$ cat config.mk
export PLATFORM = sky130hd
export DESIGN_NAME = io_instr_sequencer_flat
export DESIGN_NICKNAME = d
export VERILOG_FILES = /design/src/rtl/io_instr_sequencer_if.sv /design/src/rtl/io_instr_sequencer.sv /design/src/flat_wrapper.sv
export SDC_FILE = /design/constraint.sdc
export NUM_CORES = 1
export LEC_CHECK = 0
export BUFFER_PORTS_ARGS = -buffer_cell sky130_fd_sc_hd__clkbuf_2
export CAP_MARGIN = 10
export CORE_AREA = 2 2 42 44
export CTS_BUF_LIST = sky130_fd_sc_hd__clkbuf_16
export CTS_CLUSTER_SIZE = 20
export DETAILED_ROUTE_END_ITERATION = 8
export DIE_AREA = 0 0 44 46
export HOLD_SLACK_MARGIN = 0.1
export PLACE_DENSITY = 0.72
export SYNTH_ARGS = -nofsm -noshare
export SYNTH_HDL_FRONTEND = slang
export SYNTH_SLANG_ARGS = --single-unit
$ cat constraint.sdc
create_clock -name clk -period 1.9 [get_ports clk]
set_clock_uncertainty 0.2 [all_clocks]
set_input_delay 0.285 -clock clk [delete_from_list [all_inputs] [get_ports clk]]
set_output_delay 0.285 -clock clk [all_outputs]
set_load 0.005 [all_outputs]
$ cat src/rtl/io_instr_sequencer_if.sv
// Control interface of the fetch / port-I/O sequencer.
// The master side (instruction register / memory model) drives run,
// mem_ready and ir_opcode; the slave side (the sequencer) drives the
// datapath strobes and status.
// Handshake: in T1 the sequencer holds read high every cycle; a T1 cycle
// with mem_ready = 1 completes the read and the MDR latches on that edge.
// mem_ready is ignored in every other state.
interface io_instr_sequencer_if #(
  parameter int OPCODE_W = 5
) ();
  logic                run;
  logic                mem_ready;
  logic [OPCODE_W-1:0] ir_opcode;
  logic PCout, MARIn, IncPC, ZIn;
  logic Zlowout, PCIn, MDRIn, read;
  logic MDRout, IRIn;
  logic Gra, Rout, OutIn, RIn, IN_Portout;
  logic       instr_done;
  logic       err;
  logic [1:0] err_code;
  logic [2:0] t_state;

  modport master (
    output run, mem_ready, ir_opcode,
    input  PCout, MARIn, IncPC, ZIn, Zlowout, PCIn, MDRIn, read,
           MDRout, IRIn, Gra, Rout, OutIn, RIn, IN_Portout,
           instr_done, err, err_code, t_state
  );

  modport slave (
    input  run, mem_ready, ir_opcode,
    output PCout, MARIn, IncPC, ZIn, Zlowout, PCIn, MDRIn, read,
           MDRout, IRIn, Gra, Rout, OutIn, RIn, IN_Portout,
           instr_done, err, err_code, t_state
  );
endinterface

$ cat src/rtl/io_instr_sequencer.sv
// Fetch / execute control sequencer for the `in` and `out` instructions.
// Steps T0..T3, stretches T1 with memory wait states (bus timeout),
// honours run/stop between instructions and traps illegal opcodes in a
// sticky ERR state. All strobes are Moore decodes of the state register.
// Optional macro INSTR_COUNT_EN adds a 32-bit retired-instruction counter
// output instr_count.
module io_instr_sequencer #(
  parameter int                OPCODE_W    = 5,
  parameter logic [OPCODE_W-1:0] OP_IN     = 5'b10110,
  parameter logic [OPCODE_W-1:0] OP_OUT    = 5'b10111,
  parameter int                MEM_TIMEOUT = 15,
  parameter int                TMO_W       = 4
) (
  input  logic               clk,
  input  logic               clr,
  io_instr_sequencer_if.slave bus
`ifdef INSTR_COUNT_EN
  ,
  output logic [31:0]        instr_count
`endif
);

  typedef enum logic [2:0] {
    S_IDLE = 3'd0,
    S_T0   = 3'd1,
    S_T1   = 3'd2,
    S_T2   = 3'd3,
    S_T3   = 3'd4,
    S_ERR  = 3'd7
  } state_t;

  // Counter value seen in the last T1 cycle allowed before the timeout fires:
  // MEM_TIMEOUT T1 cycles without mem_ready in total.
  localparam logic [TMO_W-1:0] TMO_LAST =
    TMO_W'((MEM_TIMEOUT == 0) ? 0 : (MEM_TIMEOUT - 1));

  state_t           state;
  state_t           state_nxt;
  logic [TMO_W-1:0] wait_cnt;
  logic             first_t1;
  logic             err_q;
  logic [1:0]       err_code_q;
  logic             op_in;
  logic             op_out;
  logic             tmo_hit;

  assign op_in   = (bus.ir_opcode == OP_IN);
  assign op_out  = (bus.ir_opcode == OP_OUT);
  assign tmo_hit = (MEM_TIMEOUT != 0) && !bus.mem_ready && (wait_cnt == TMO_LAST);

  // State register.
  always_ff @(posedge clk or posedge clr) begin
    if (clr) state <= S_IDLE;
    else     state <= state_nxt;
  end

  // Next-state decode.
  always_comb begin
    state_nxt = state;
    case (state)
      S_IDLE: if (bus.run) state_nxt = S_T0;
      S_T0:   state_nxt = S_T1;
      S_T1: begin
        if (bus.mem_ready) state_nxt = S_T2;
        else if (tmo_hit)  state_nxt = S_ERR;
      end
      S_T2:   state_nxt = S_T3;
      S_T3: begin
        if (!(op_in || op_out)) state_nxt = S_ERR;
        else if (bus.run)       state_nxt = S_T0;
        else                    state_nxt = S_IDLE;
      end
      S_ERR:  state_nxt = S_ERR;
      default: state_nxt = S_ERR;
    endcase
  end

  // Moore strobe decode from the registered state.
  always_comb begin
    bus.PCout      = 1'b0;
    bus.MARIn      = 1'b0;
    bus.IncPC      = 1'b0;
    bus.ZIn        = 1'b0;
    bus.Zlowout    = 1'b0;
    bus.PCIn       = 1'b0;
    bus.MDRIn      = 1'b0;
    bus.read       = 1'b0;
    bus.MDRout     = 1'b0;
    bus.IRIn       = 1'b0;
    bus.Gra        = 1'b0;
    bus.Rout       = 1'b0;
    bus.OutIn      = 1'b0;
    bus.RIn        = 1'b0;
    bus.IN_Portout = 1'b0;
    bus.instr_done = 1'b0;
    case (state)
      S_T0: begin
        bus.PCout = 1'b1;
        bus.MARIn = 1'b1;
        bus.IncPC = 1'b1;
        bus.ZIn   = 1'b1;
      end
      S_T1: begin
        bus.read    = 1'b1;
        bus.MDRIn   = 1'b1;
        bus.Zlowout = first_t1;
        bus.PCIn    = first_t1;
      end
      S_T2: begin
        bus.MDRout = 1'b1;
        bus.IRIn   = 1'b1;
      end
      S_T3: begin
        if (op_out) begin
          bus.Gra        = 1'b1;
          bus.Rout       = 1'b1;
          bus.OutIn      = 1'b1;
          bus.instr_done = 1'b1;
        end else if (op_in) begin
          bus.Gra        = 1'b1;
          bus.IN_Portout = 1'b1;
          bus.RIn        = 1'b1;
          bus.instr_done = 1'b1;
        end
      end
      default: ;
    endcase
  end

  // Wait-state counter, first-T1 flag and sticky error capture.
  always_ff @(posedge clk or posedge clr) begin
    if (clr) begin
      wait_cnt   <= '0;
      first_t1   <= 1'b1;
      err_q      <= 1'b0;
      err_code_q <= 2'd0;
    end else begin
      if (state == S_T1 && !bus.mem_ready && !tmo_hit) wait_cnt <= wait_cnt + 1'b1;
      else                                             wait_cnt <= '0;

      if (state == S_T0)      first_t1 <= 1'b1;
      else if (state == S_T1) first_t1 <= 1'b0;

      if (state != S_ERR && state_nxt == S_ERR) begin
        err_q      <= 1'b1;
        err_code_q <= (state == S_T1) ? 2'd1 : 2'd2;
      end
    end
  end

  assign bus.err      = err_q;
  assign bus.err_code = err_code_q;
  assign bus.t_state  = state;

`ifdef INSTR_COUNT_EN
  // Retired-instruction counter; wraps naturally at 32 bits.
  always_ff @(posedge clk or posedge clr) begin
    if (clr)                 instr_count <= 32'd0;
    else if (bus.instr_done) instr_count <= instr_count + 32'd1;
  end
`endif

endmodule

$ cat src/flat_wrapper.sv
// flat-port wrapper written by rule: the top's interface ports become plain ports
module io_instr_sequencer_flat 
#(
  parameter int                OPCODE_W    = 5,
  parameter logic [OPCODE_W-1:0] OP_IN     = 5'b10110,
  parameter logic [OPCODE_W-1:0] OP_OUT    = 5'b10111,
  parameter int                MEM_TIMEOUT = 15,
  parameter int                TMO_W       = 4
)
  (clk, clr, bus_run, bus_mem_ready, bus_ir_opcode, bus_PCout, bus_MARIn, bus_IncPC, bus_ZIn, bus_Zlowout, bus_PCIn, bus_MDRIn, bus_read, bus_MDRout, bus_IRIn, bus_Gra, bus_Rout, bus_OutIn, bus_RIn, bus_IN_Portout, bus_instr_done, bus_err, bus_err_code, bus_t_state);
  io_instr_sequencer_if #(.OPCODE_W(OPCODE_W)) bus_i ();
  input  logic clk;
  input  logic clr;
  input wire logic [$bits(bus_i.run)-1:0] bus_run;
  input wire logic [$bits(bus_i.mem_ready)-1:0] bus_mem_ready;
  input wire logic [$bits(bus_i.ir_opcode)-1:0] bus_ir_opcode;
  output wire logic [$bits(bus_i.PCout)-1:0] bus_PCout;
  output wire logic [$bits(bus_i.MARIn)-1:0] bus_MARIn;
  output wire logic [$bits(bus_i.IncPC)-1:0] bus_IncPC;
  output wire logic [$bits(bus_i.ZIn)-1:0] bus_ZIn;
  output wire logic [$bits(bus_i.Zlowout)-1:0] bus_Zlowout;
  output wire logic [$bits(bus_i.PCIn)-1:0] bus_PCIn;
  output wire logic [$bits(bus_i.MDRIn)-1:0] bus_MDRIn;
  output wire logic [$bits(bus_i.read)-1:0] bus_read;
  output wire logic [$bits(bus_i.MDRout)-1:0] bus_MDRout;
  output wire logic [$bits(bus_i.IRIn)-1:0] bus_IRIn;
  output wire logic [$bits(bus_i.Gra)-1:0] bus_Gra;
  output wire logic [$bits(bus_i.Rout)-1:0] bus_Rout;
  output wire logic [$bits(bus_i.OutIn)-1:0] bus_OutIn;
  output wire logic [$bits(bus_i.RIn)-1:0] bus_RIn;
  output wire logic [$bits(bus_i.IN_Portout)-1:0] bus_IN_Portout;
  output wire logic [$bits(bus_i.instr_done)-1:0] bus_instr_done;
  output wire logic [$bits(bus_i.err)-1:0] bus_err;
  output wire logic [$bits(bus_i.err_code)-1:0] bus_err_code;
  output wire logic [$bits(bus_i.t_state)-1:0] bus_t_state;
  assign bus_i.run = bus_run;
  assign bus_i.mem_ready = bus_mem_ready;
  assign bus_i.ir_opcode = bus_ir_opcode;
  assign bus_PCout = bus_i.PCout;
  assign bus_MARIn = bus_i.MARIn;
  assign bus_IncPC = bus_i.IncPC;
  assign bus_ZIn = bus_i.ZIn;
  assign bus_Zlowout = bus_i.Zlowout;
  assign bus_PCIn = bus_i.PCIn;
  assign bus_MDRIn = bus_i.MDRIn;
  assign bus_read = bus_i.read;
  assign bus_MDRout = bus_i.MDRout;
  assign bus_IRIn = bus_i.IRIn;
  assign bus_Gra = bus_i.Gra;
  assign bus_Rout = bus_i.Rout;
  assign bus_OutIn = bus_i.OutIn;
  assign bus_RIn = bus_i.RIn;
  assign bus_IN_Portout = bus_i.IN_Portout;
  assign bus_instr_done = bus_i.instr_done;
  assign bus_err = bus_i.err;
  assign bus_err_code = bus_i.err_code;
  assign bus_t_state = bus_i.t_state;
  io_instr_sequencer #(.OPCODE_W(OPCODE_W), .OP_IN(OP_IN), .OP_OUT(OP_OUT), .MEM_TIMEOUT(MEM_TIMEOUT), .TMO_W(TMO_W)) u_core (.clk(clk), .clr(clr), .bus(bus_i));
endmodule
# After elaboration in Yosys (flattened, before gate mapping)
# Index checks and enable logic that the tools add are counted.
# totals
inputBits,9
regBits,11
# op_classes
addsub,1
reduce_logical,9
muxes,21
n_eq_ne,9
# ops
cell,count
$pmux 3 s5,1
$mux 1,14
$mux 3,4
$eq 5x5->1 const B,2
$eq 3x2->1 const B,2
$eq 3x3->1 const B,2
$add 4x1->4 const B,1
$eq 4x4->1 const B,1
$logic_and 1x1->1,4
$mux 4,1
$eq 3x1->1 const B,1
$logic_not 3->1,1
$ne 3x3->1 const B,1
$logic_not 1->1,2
$mux 2,1
$reduce_bool 2->1,1
$logic_or 1x1->1,1

# Longest topological paths before layout
# Gate-level depths: netlist of run 1.
# depth
word_depth,7
depth_mapped,5

# Worst setup path after synthesis of run 1
# No wires, ideal clock.
# synth_timing
kind,register -> output
startpoint,"reg u_core.state[1], in the netlist u_core.bus.t_state[1]"
endpoint,out bus_RIn
setup_slack_ps,57
path_stages_with_launch,5
required_ps,1415
arrival_ps,1358
cell_sequence,dfrtp_1 buf_2 or2_4 nor4b_1 buf_4
# synth_between
elab_chain_len,2
# synth_rtl
item,line,rtl
"start, declared",io_instr_sequencer.sv:37,state_t state;
"start signal, assigned",io_instr_sequencer.sv:54,else state <= state_nxt;
$eq 3x3->1,-,
$mux 1,-,
"end, declared",flat_wrapper.sv:30,output wire logic [$bits(bus_i.RIn)-1:0] bus_RIn;
# No other way between the ends.

# Worst setup path in the final report of run 1
# layout_timing
startpoint,"reg u_core.state[1], in the netlist u_core.bus.t_state[1]"
endpoint,out bus_OutIn
# layout_between
elab_chain_len,2
# layout_rtl
item,line,rtl
$eq 3x3->1,io_instr_sequencer.sv:96,case (state)
$mux 1,io_instr_sequencer.sv:96,
"end, declared",flat_wrapper.sv:29,output wire logic [$bits(bus_i.OutIn)-1:0] bus_OutIn;
# No other way between the ends.

==> impl_metrics.ini, run 1 <==
[run_status]
status = completed

[placed_design]
routabilityCongestion = 0.677
dpl.hpwl_mm = 1.02
placed_cell_area_um2 = 759
place_ws_ns = 0.160
io_buffers = 30

[grt]
grt_pass1_vias = 545
gr-usage-all-layers = 0.166
gr-max-usage-layer = met2
met3_usage = 0.0714
grt_max_degree = 12
grt_pass1_wl_mm = 2.31
overflow = 0
grtUsageMet2 = 0.291
antenna_found_initial = 0
met1_usage = 0.171

[hold_path]
hp-class = in2reg
hold_depth = 4
worstHoldStart = bus_mem_ready
min_to = u_core.wait_cnt[1]

[sta]
fin_crit_ns = 1.80
fmax_mhz = 555
slew_violations = 0
worst_slack_ns = 0.0991
tns_ns = 0
finalSetupViolations = 0
fin_crit_sh = 0.948
worstMarginPinSlew_ns = 0.411
rsz0062_at_grt = no
relSlewSlack = 0.726
hold_viol_final = 0

[worst_setup_path]
startpoint_type = register
cpPeakStageDelay_ns = 0.37
critical_path_arrival_ns = 1.32
rrSetupSlack_ns = 0.38
required_ns = 1.41
worst_r2r_path_depth = 4
path_class = reg2out
end_kind = output pin
critPathMaxFanout = 5
worstReg2RegStart = u_core.wait_cnt[0]
r2r_end = u_core.bus.err_code[0]
worstPathCellList = or2_4 > nor2_2 > and3_1 > clkbuf_2
slowest_stage = dfrtp_1

[die]
die-width_um = 44
pin_count = 31
rows = 15
initial_utilization = 0.398
core_um2 = 1610
die_area_um2 = 2020
die_y_um = 46

[synthesis]
syn_nets = 78
seq_area_frac_synth = 0.430
yosysWarnings = 0
netlist_area_um2 = 643
avgSynthCellArea_um2 = 9.60
ys_ff_latch = 11
netlist_instances = 67
synth_cell_types = 31

[clock_network]
clk_latency_ns = 0.24
numClockSinks = 11
clk_path_buf_depth = 2
cts_tree = yes
clk_pin_slew_ns = 0.04
cts_made_buffers = 3
h-tree-depth = 1
cts_root_buf = clkbuf_16

[routing]
viasPerCell = 5.13
antenna_left = 0
wl_mm = 1.38
drtIter0Drc = 5
via_count = 585
post_drt_wl_per_cell_um = 12.1
drc = 0
drtPass1Iterations = 4

[power]
leakage_nw = 0.444
vdd.ir_drop.worst_uv = 547
power_density_nw_per_um2 = 812

[layout]
finalCoreUtilization = 0.549
fillers = 147
drive_gt1_frac = 0.474
final_area_um2 = 886
num_antenna_cells = 0
area_growth_pct = 37.7
layout.nets = 109

[job]
drv_cap = 0
==> kinds of logic after synthesis <==
logic type,share of synthesized area
flip-flops,0.430
adder cells (fa/ha/maj),0.0389
buffers and inverters,0.150
XOR/XNOR,0.0272
AO/OA/AOI/OAI,0.125
AND/OR/NAND/NOR,0.230
==> per-layer routing <==
layer  vias to the layer above  wire length (um)
li1                        283                 -
met1                       268               572
met2                        30               662
met3                         4               117
met4                         0                27
met5                         -                 0
==> critical path: cells and delay by family, from the launching register on <==
family	cells	cell delay, ns
buf+inv	1	0.11
simple gates	3	0.60
flops	1	0.37
==> layout by cell type, fill, tap and decap left out, drive strengths merged <==
master,instances
nand3b,1
buf,5
o21bai,1
clkbuf,33
o22ai,2
a2bb2oi,1
a31oi,1
dfstp,1
or2b,1
inv,6
a21boi,1
nor3,2
and2,2
a221o,1
nor3b,1
or2,1
o21ai,2
a211oi,1
nand3,1
xor2,1
and4b,1
and3,1
dfrtp,10
xnor2,1
a21oi,2
nor4b,1
nand2,2
dlygate4sd3,2
nor2,9
nand4b,1
ha,2
==> power breakdown <==
group | total [mW] | internal [mW] | switching (mW)
combinational | 0.0622 | 0.0362 | 0.0261
sequential | 0.282 | 0.268 | 0.0138
clock | 0.375 | 0.276 | 0.0994
total | 0.719 | 0.580 | 0.139
==> synthesized netlist by cell type <==
master | n | share of area
xnor2_1 | 1 | 0.014
and3_1 | 1 | 0.0097
nor2_2 | 1 | 0.0097
nand3b_1 | 1 | 0.012
dfstp_2 | 1 | 0.041
and4b_1 | 1 | 0.016
o22ai_1 | 2 | 0.019
nor2_1 | 8 | 0.047
or2b_1 | 1 | 0.012
nor4b_1 | 1 | 0.014
a2bb2oi_1 | 1 | 0.014
buf_4 | 9 | 0.11
nand4b_1 | 1 | 0.014
nor3b_4 | 1 | 0.029
a21boi_0 | 1 | 0.012
buf_2 | 2 | 0.016
xor2_1 | 1 | 0.014
o21ai_0 | 2 | 0.016
inv_1 | 5 | 0.029
o21bai_1 | 1 | 0.012
ha_1 | 2 | 0.039
or2_4 | 1 | 0.014
dfrtp_1 | 10 | 0.39
a21oi_1 | 2 | 0.016
a211oi_1 | 1 | 0.012
nand3_1 | 1 | 0.0078
nand2_1 | 2 | 0.012
nor3_1 | 2 | 0.016
a221o_1 | 1 | 0.016
a31oi_1 | 1 | 0.0097
and2_1 | 2 | 0.019
==> flip-flops by register name (all words and copies together) (netlist names) <==
register / flops
u_core.bus.err: 1
u_core.first_t1: 1
u_core.bus.err_code: 2
u_core.bus.t_state: 3
u_core.wait_cnt: 4
==> area by class of cell <==
class,instances,area (um^2),share of cell area
multi-input combinational,40,282,0.318
sequential,11,278,0.314
timing repair buffer,37,208,0.234
clock buffer,3,75.1,0.0847
tap,17,21.3,0.0240
inverter,5,18.8,0.0212
clock inverter,1,3.75,0.00424
==> worst max path at each step <==
| stage | from | to | cells after the start |
|---|---|---|---|
| 6_report | u_core.bus.t_state[1] | bus_OutIn | 4 |
| 5_1_grt | u_core.bus.t_state[1] | bus_Rout | 4 |
| 2_1_floorplan | u_core.bus.t_state[1] | bus_RIn | 4 |
| 3_5_place_dp | bus_ir_opcode[3] | bus_RIn | 4 |
| 4_1_cts | u_core.bus.t_state[1] | bus_RIn | 3 |
| 3_3_place_gp | bus_ir_opcode[3] | bus_IN_Portout | 4 |
==> through the flow <==
| stage | total power, mW | instances | hold slack, ns |
|---|---|---|---|
| finish | 0.719 | 114 | 0.187 |
| global route | 0.765 | 114 | 0.221 |
| CTS | 0.724 | 114 | 0.186 |
| detailed placement | 0.342 | 106 | 0.0731 |
| global placement | 0.342 | 106 | 0.0763 |
| floorplan | 0.314 | 67 | -0.0633 |
==> what timing repair did <==
item | CTS | global route
buffers inserted | 2 | 0
pin swaps | 1 | 0
hold buffers | 2 | 0
endpoints found under the setup margin | 2 | 8
gates resized for setup | 0 | 4
gates cloned | 0 | 0
hold endpoints to repair | 11 | 0
(Power assumes the default switching activity.)
==> run 2: changes to the inputs <==
--- a/config.mk
+++ b/config.mk
@@ -13,7 +13,7 @@
 export DETAILED_ROUTE_END_ITERATION = 8
 export DIE_AREA = 0 0 44 46
 export HOLD_SLACK_MARGIN = 0.1
-export PLACE_DENSITY = 0.72
+export PLACE_DENSITY_LB_ADDON = 0.08
 export SYNTH_ARGS = -nofsm -noshare
 export SYNTH_HDL_FRONTEND = slang
 export SYNTH_SLANG_ARGS = --single-unit
==> run 2 against run 1 <==
  * Hold slack gained 0.020 ns
  * Core utilization fell by 0.39 points
  * Critical endpoint is now bus_RIn
  * Critical path type unchanged
  * Critical path depth fell by 1
  * Cell count is 0.88% lower
  * Final area decreased by 0.71%
  * Highest routed layer unchanged
  * Combinational power is 0.6% lower
==> impl_metrics.ini, run 2 (synthesis results as in run 1) <==
[sta]
rsz0062_at_grt = no
fin_crit_ns = 1.82
hold_viol_final = 0
worst_slack_ns = 0.0842
worstMarginPinSlew_ns = 0.409
slew_violations = 0
relSlewSlack = 0.727
tns_ns = 0
fin_crit_sh = 0.956
finalSetupViolations = 0
fmax_mhz = 551

[power]
power.total_uw = 709
vdd.ir_drop.worst_uv = 434
leakage_nw = 0.440
power_density_nw_per_um2 = 806

[die]
rows = 15
die-width_um = 44
die_area_um2 = 2020
initial_utilization = 0.398
core_um2 = 1610
pin_count = 31
die_y_um = 46

[worst_setup_path]
critPathMaxFanout = 5
critical_path_arrival_ns = 1.33
worst_r2r_path_depth = 4
r2r_end = u_core.bus.err_code[0]
rrSetupSlack_ns = 0.40
worstReg2RegStart = u_core.wait_cnt[0]
required_ns = 1.41
end_kind = output pin
path_class = reg2out
startpoint_type = register

[job]
drv_cap = 0

[grt]
grt_pass1_vias = 444
gr-usage-all-layers = 0.138
grt_pass1_wl_mm = 1.97
antenna_found_initial = 0
grt_max_degree = 12
overflow = 0

[layout]
layout.nets = 108
final_area_um2 = 880
final_common_cell = clkbuf_2
fillers = 166
largest-register = u_core.wait_cnt
largest_register_ffs = 4
num_antenna_cells = 0
final_cell_mix = 30 x clkbuf_2, 10 x dfrtp_1, 7 x nor2_1
drive_gt1_frac = 0.448
area_growth_pct = 36.8
fin_cells = 113

[routing]
drtIter0Drc = 5
post_drt_wl_per_cell_um = 10.9
drtPass1Iterations = 3
wl_met2_um = 566
viasPerCell = 4.92
antenna_left = 0
wl_mm = 1.23
via_count = 556
drt-met1-wl_um = 519
dr_wl_met3_um = 110
drc = 0
topRoutingLayerUsed = met4

[clock_network]
clk_path_buf_depth = 2
numClockSinks = 11
h-tree-depth = 1
clk_latency_ns = 0.23
clk_pin_slew_ns = 0.04
cts_root_buf = clkbuf_16
cts_tree = yes
cts_made_buffers = 3
postCtsSetupBuffers = 0

[placed_design]
routabilityCongestion = 0.768
place_ws_ns = 0.185
placed_cell_area_um2 = 767
place_inst = 107
dpl.hpwl_um = 993
io_buffers = 30

[hold_path]
hold_depth = 4
hp-class = in2reg
worstHoldStart = bus_mem_ready
min_to = u_core.wait_cnt[1]

[run_status]
status = completed
==> run 2: cell count changes in the layout (fill, tap and decap cells not counted), sizes merged <==
cell | before | now
buf | 5 | 4
==> run 2: layout make-up <==
cell class	count	area, um^2	area share
Multi-Input combinational cell	40	284	0.323
Sequential cell	11	277	0.314
Timing Repair Buffer	36	200	0.228
Clock buffer	3	75.1	0.0853
Tap cell	17	21.3	0.0242
Inverter	5	18.8	0.0213
Clock inverter	1	3.75	0.00427
==> run 2: power by group <==
part           internal [mW]  total [mW]  switching, mW
clock network          0.275       0.368         0.0928
logic                 0.0363      0.0618         0.0255
registers              0.268       0.280         0.0119
total                  0.579       0.709          0.130
==> run 2: metrics by stage <==
stage           util  hold WS (ns)
6_report       0.545         0.206
5_1_grt        0.545         0.239
4_1_cts        0.540         0.206
3_5_place_dp   0.475        0.0798
3_3_place_gp   0.475        0.0854
2_1_floorplan      -       -0.0633
==> run 2: critical path, cell delays in order, from the launching register on <==
cell and delay [ns]:
dfrtp_1 0.41, or2_4 0.28, nor4b_2 0.25, clkbuf_2 0.16
==> run 2: per-layer routing <==
layer	up-vias	global-route usage
li1	276	-
met1	253	0.167
met2	22	0.209
met3	5	0.0437
met4	0	0.0909
met5	-	0
==> run 2: timing repair <==
| item | CTS | global route |
|---|---|---|
| endpoints found under the setup margin | 2 | 5 |
| hold endpoints to repair | 11 | 0 |
| hold buffers | 2 | 0 |
| gates resized for setup | 1 | 2 |
==> run 2: worst max path at each step <==
stage,startpoint,endpoint,slack (ns)
floorplan,u_core.bus.t_state[1],bus_RIn,0.06
global placement,bus_ir_opcode[3],bus_RIn,0.21
detailed placement,bus_ir_opcode[3],bus_RIn,0.19
CTS,u_core.bus.t_state[2],bus_PCout,0.05
global route,u_core.bus.t_state[0],bus_IN_Portout,0.02
finish,u_core.bus.t_state[0],bus_RIn,0.08
==> run 3: changes to the inputs <==
--- a/config.mk
+++ b/config.mk
@@ -13,7 +13,7 @@
 export DETAILED_ROUTE_END_ITERATION = 8
 export DIE_AREA = 0 0 44 46
 export HOLD_SLACK_MARGIN = 0.1
-export PLACE_DENSITY_LB_ADDON = 0.08
+export PLACE_DENSITY_LB_ADDON = 0.05
 export SYNTH_ARGS = -nofsm -noshare
 export SYNTH_HDL_FRONTEND = slang
 export SYNTH_SLANG_ARGS = --single-unit
==> run 3 against run 2 <==
  * Wire length up 3.6%
  * Setup slack worse by 0.032 ns
  * Sequential share of layout area up 0.053 points
  * Flip-flop and latch count unchanged
  * Hold slack worse by 0.0028 ns
  * Core utilization up 0.16 points
  * Clock power up 2%
  * Power up 1.7%
  * Critical endpoint is now bus_OutIn
==> impl_metrics.ini, run 3 (synthesis results as in run 1) <==
[layout]
drive_gt1_frac = 0.464
area_growth_pct = 37.2
final_common_cell = clkbuf_2
num_antenna_cells = 0
largest_register_ffs = 4
final_cell_mix = 30 x clkbuf_2, 9 x dfrtp_1, 8 x nor2_1
largest-register = u_core.wait_cnt
layout.nets = 109

[sta]
finalSetupViolations = 0
hold_viol_final = 0
fmax_mhz = 541
fin_crit_sh = 0.973
fin_crit_ns = 1.85
rsz0062_at_grt = yes
worstMarginPinSlew_ns = 0.402
relSlewSlack = 0.732
worst_slack_ns = 0.0519
slew_violations = 0
tns_ns = 0

[worst_setup_path]
end_kind = output pin
startpoint_type = register
rrSetupSlack_ns = 0.38
cpPeakStageDelay_ns = 0.42
worstReg2RegStart = u_core.wait_cnt[0]
critPathMaxFanout = 5
critical_path_arrival_ns = 1.36
slowest_stage = dfrtp_1
worstPathCellList = or2_4 > nor2_2 > and3_1 > clkbuf_2
worst_r2r_path_depth = 4
path_delay_family = simple AND/OR/NAND/NOR gates
path_class = reg2out
critPathBufInv = 1
required_ns = 1.41
r2r_end = u_core.bus.err_code[0]

[hold_path]
hp-class = in2reg
worstHoldStart = bus_mem_ready
hold_depth = 4
min_to = u_core.wait_cnt[1]

[routing]
wl_mm = 1.28
viasPerCell = 4.71
drtIter0Drc = 11
drtPass1Iterations = 6
via_count = 537
post_drt_wl_per_cell_um = 11.2
antenna_left = 0
drc = 0

[power]
power_density_nw_per_um2 = 818
leakage_nw = 0.444
vdd.ir_drop.worst_uv = 582

[clock_network]
numClockSinks = 11
h-tree-depth = 1
cts_root_buf = clkbuf_16
clk_path_buf_depth = 2
clk_pin_slew_ns = 0.04
cts_made_buffers = 3
clk_latency_ns = 0.24
cts_tree = yes

[die]
initial_utilization = 0.398
rows = 15
pin_count = 31
die-width_um = 44
die_y_um = 46
die_area_um2 = 2020
core_um2 = 1610

[grt]
gr-usage-all-layers = 0.148
overflow = 0
antenna_found_initial = 0
grt_pass1_wl_mm = 2.17
grt_max_degree = 14
grt_pass1_vias = 489

[job]
drv_cap = 0

[placed_design]
dpl.hpwl_um = 955
io_buffers = 30
place_ws_ns = 0.209
routabilityCongestion = 0.738

[run_status]
status = completed
==> run 3: cell types whose count changed in the layout (fill, tap and decap cells not counted), sizes merged <==
cell    previous run  this run
buf                4         5
clkinv             0         1
inv                6         5
==> run 3: power breakdown <==
group / switching [mW] / leakage, nW / internal [mW]
Clock: 0.0988 / 0.0409 / 0.278
Combinational: 0.0269 / 0.278 / 0.0369
Sequential: 0.0133 / 0.125 / 0.268
==> run 3: layout make-up <==
| class | instances | area, um^2 |
|---|---|---|
| clock buffers | 3 | 75.1 |
| clock inverters | 1 | 5.00 |
| fillers | 159 | 732 |
| inverters | 5 | 18.8 |
| multi-input cells | 40 | 277 |
| flip-flops and latches | 11 | 278 |
| well taps | 17 | 21.3 |
| repair buffers | 37 | 208 |
==> run 3: tightest hold or removal path, delay by kind of cell <==
kind | cells | cell delay, ns
AO/OA/AOI/OAI | 1 | 0.05
buffers and inverters | 1 | 0.09
AND/OR/NAND/NOR | 2 | 0.18
==> run 3: repair_timing <==
item	CTS	global route
hold buffers	2	0
setup endpoints to repair	4	12
hold endpoints to repair	11	0
resized for setup	2	0
setup buffers	0	1
==> run 3: worst max path at each step <==
stage	to	slack [ns]	cells past startpoint	start
floorplan	bus_RIn	0.06	4	u_core.bus.t_state[1]
global placement	bus_Rout	0.25	6	bus_ir_opcode[3]
detailed placement	bus_RIn	0.21	3	u_core.bus.t_state[0]
CTS	bus_OutIn	0.04	4	u_core.bus.t_state[0]
global route	bus_MARIn	-0.03	3	u_core.bus.t_state[2]
finish	bus_OutIn	0.05	4	u_core.bus.t_state[0]
==> run 3: layer usage <==
layer  track usage  share of wire
met5             0              0
met4         0.109          0.014
met3        0.0119          0.049
met2         0.203           0.45
met1         0.215           0.48
==> run 3: per-stage QoR <==
stage	hold slack, ns	cells	utilization	total power [mW]	cell area [um^2]
2_1_floorplan	-0.0633	67	-	0.314	643
3_3_place_gp	0.0818	107	0.475	0.344	767
3_5_place_dp	0.0874	107	0.475	0.344	767
4_1_cts	0.212	113	0.542	0.734	875
5_1_grt	0.248	114	0.547	0.756	882
6_report	0.204	114	0.547	0.721	882
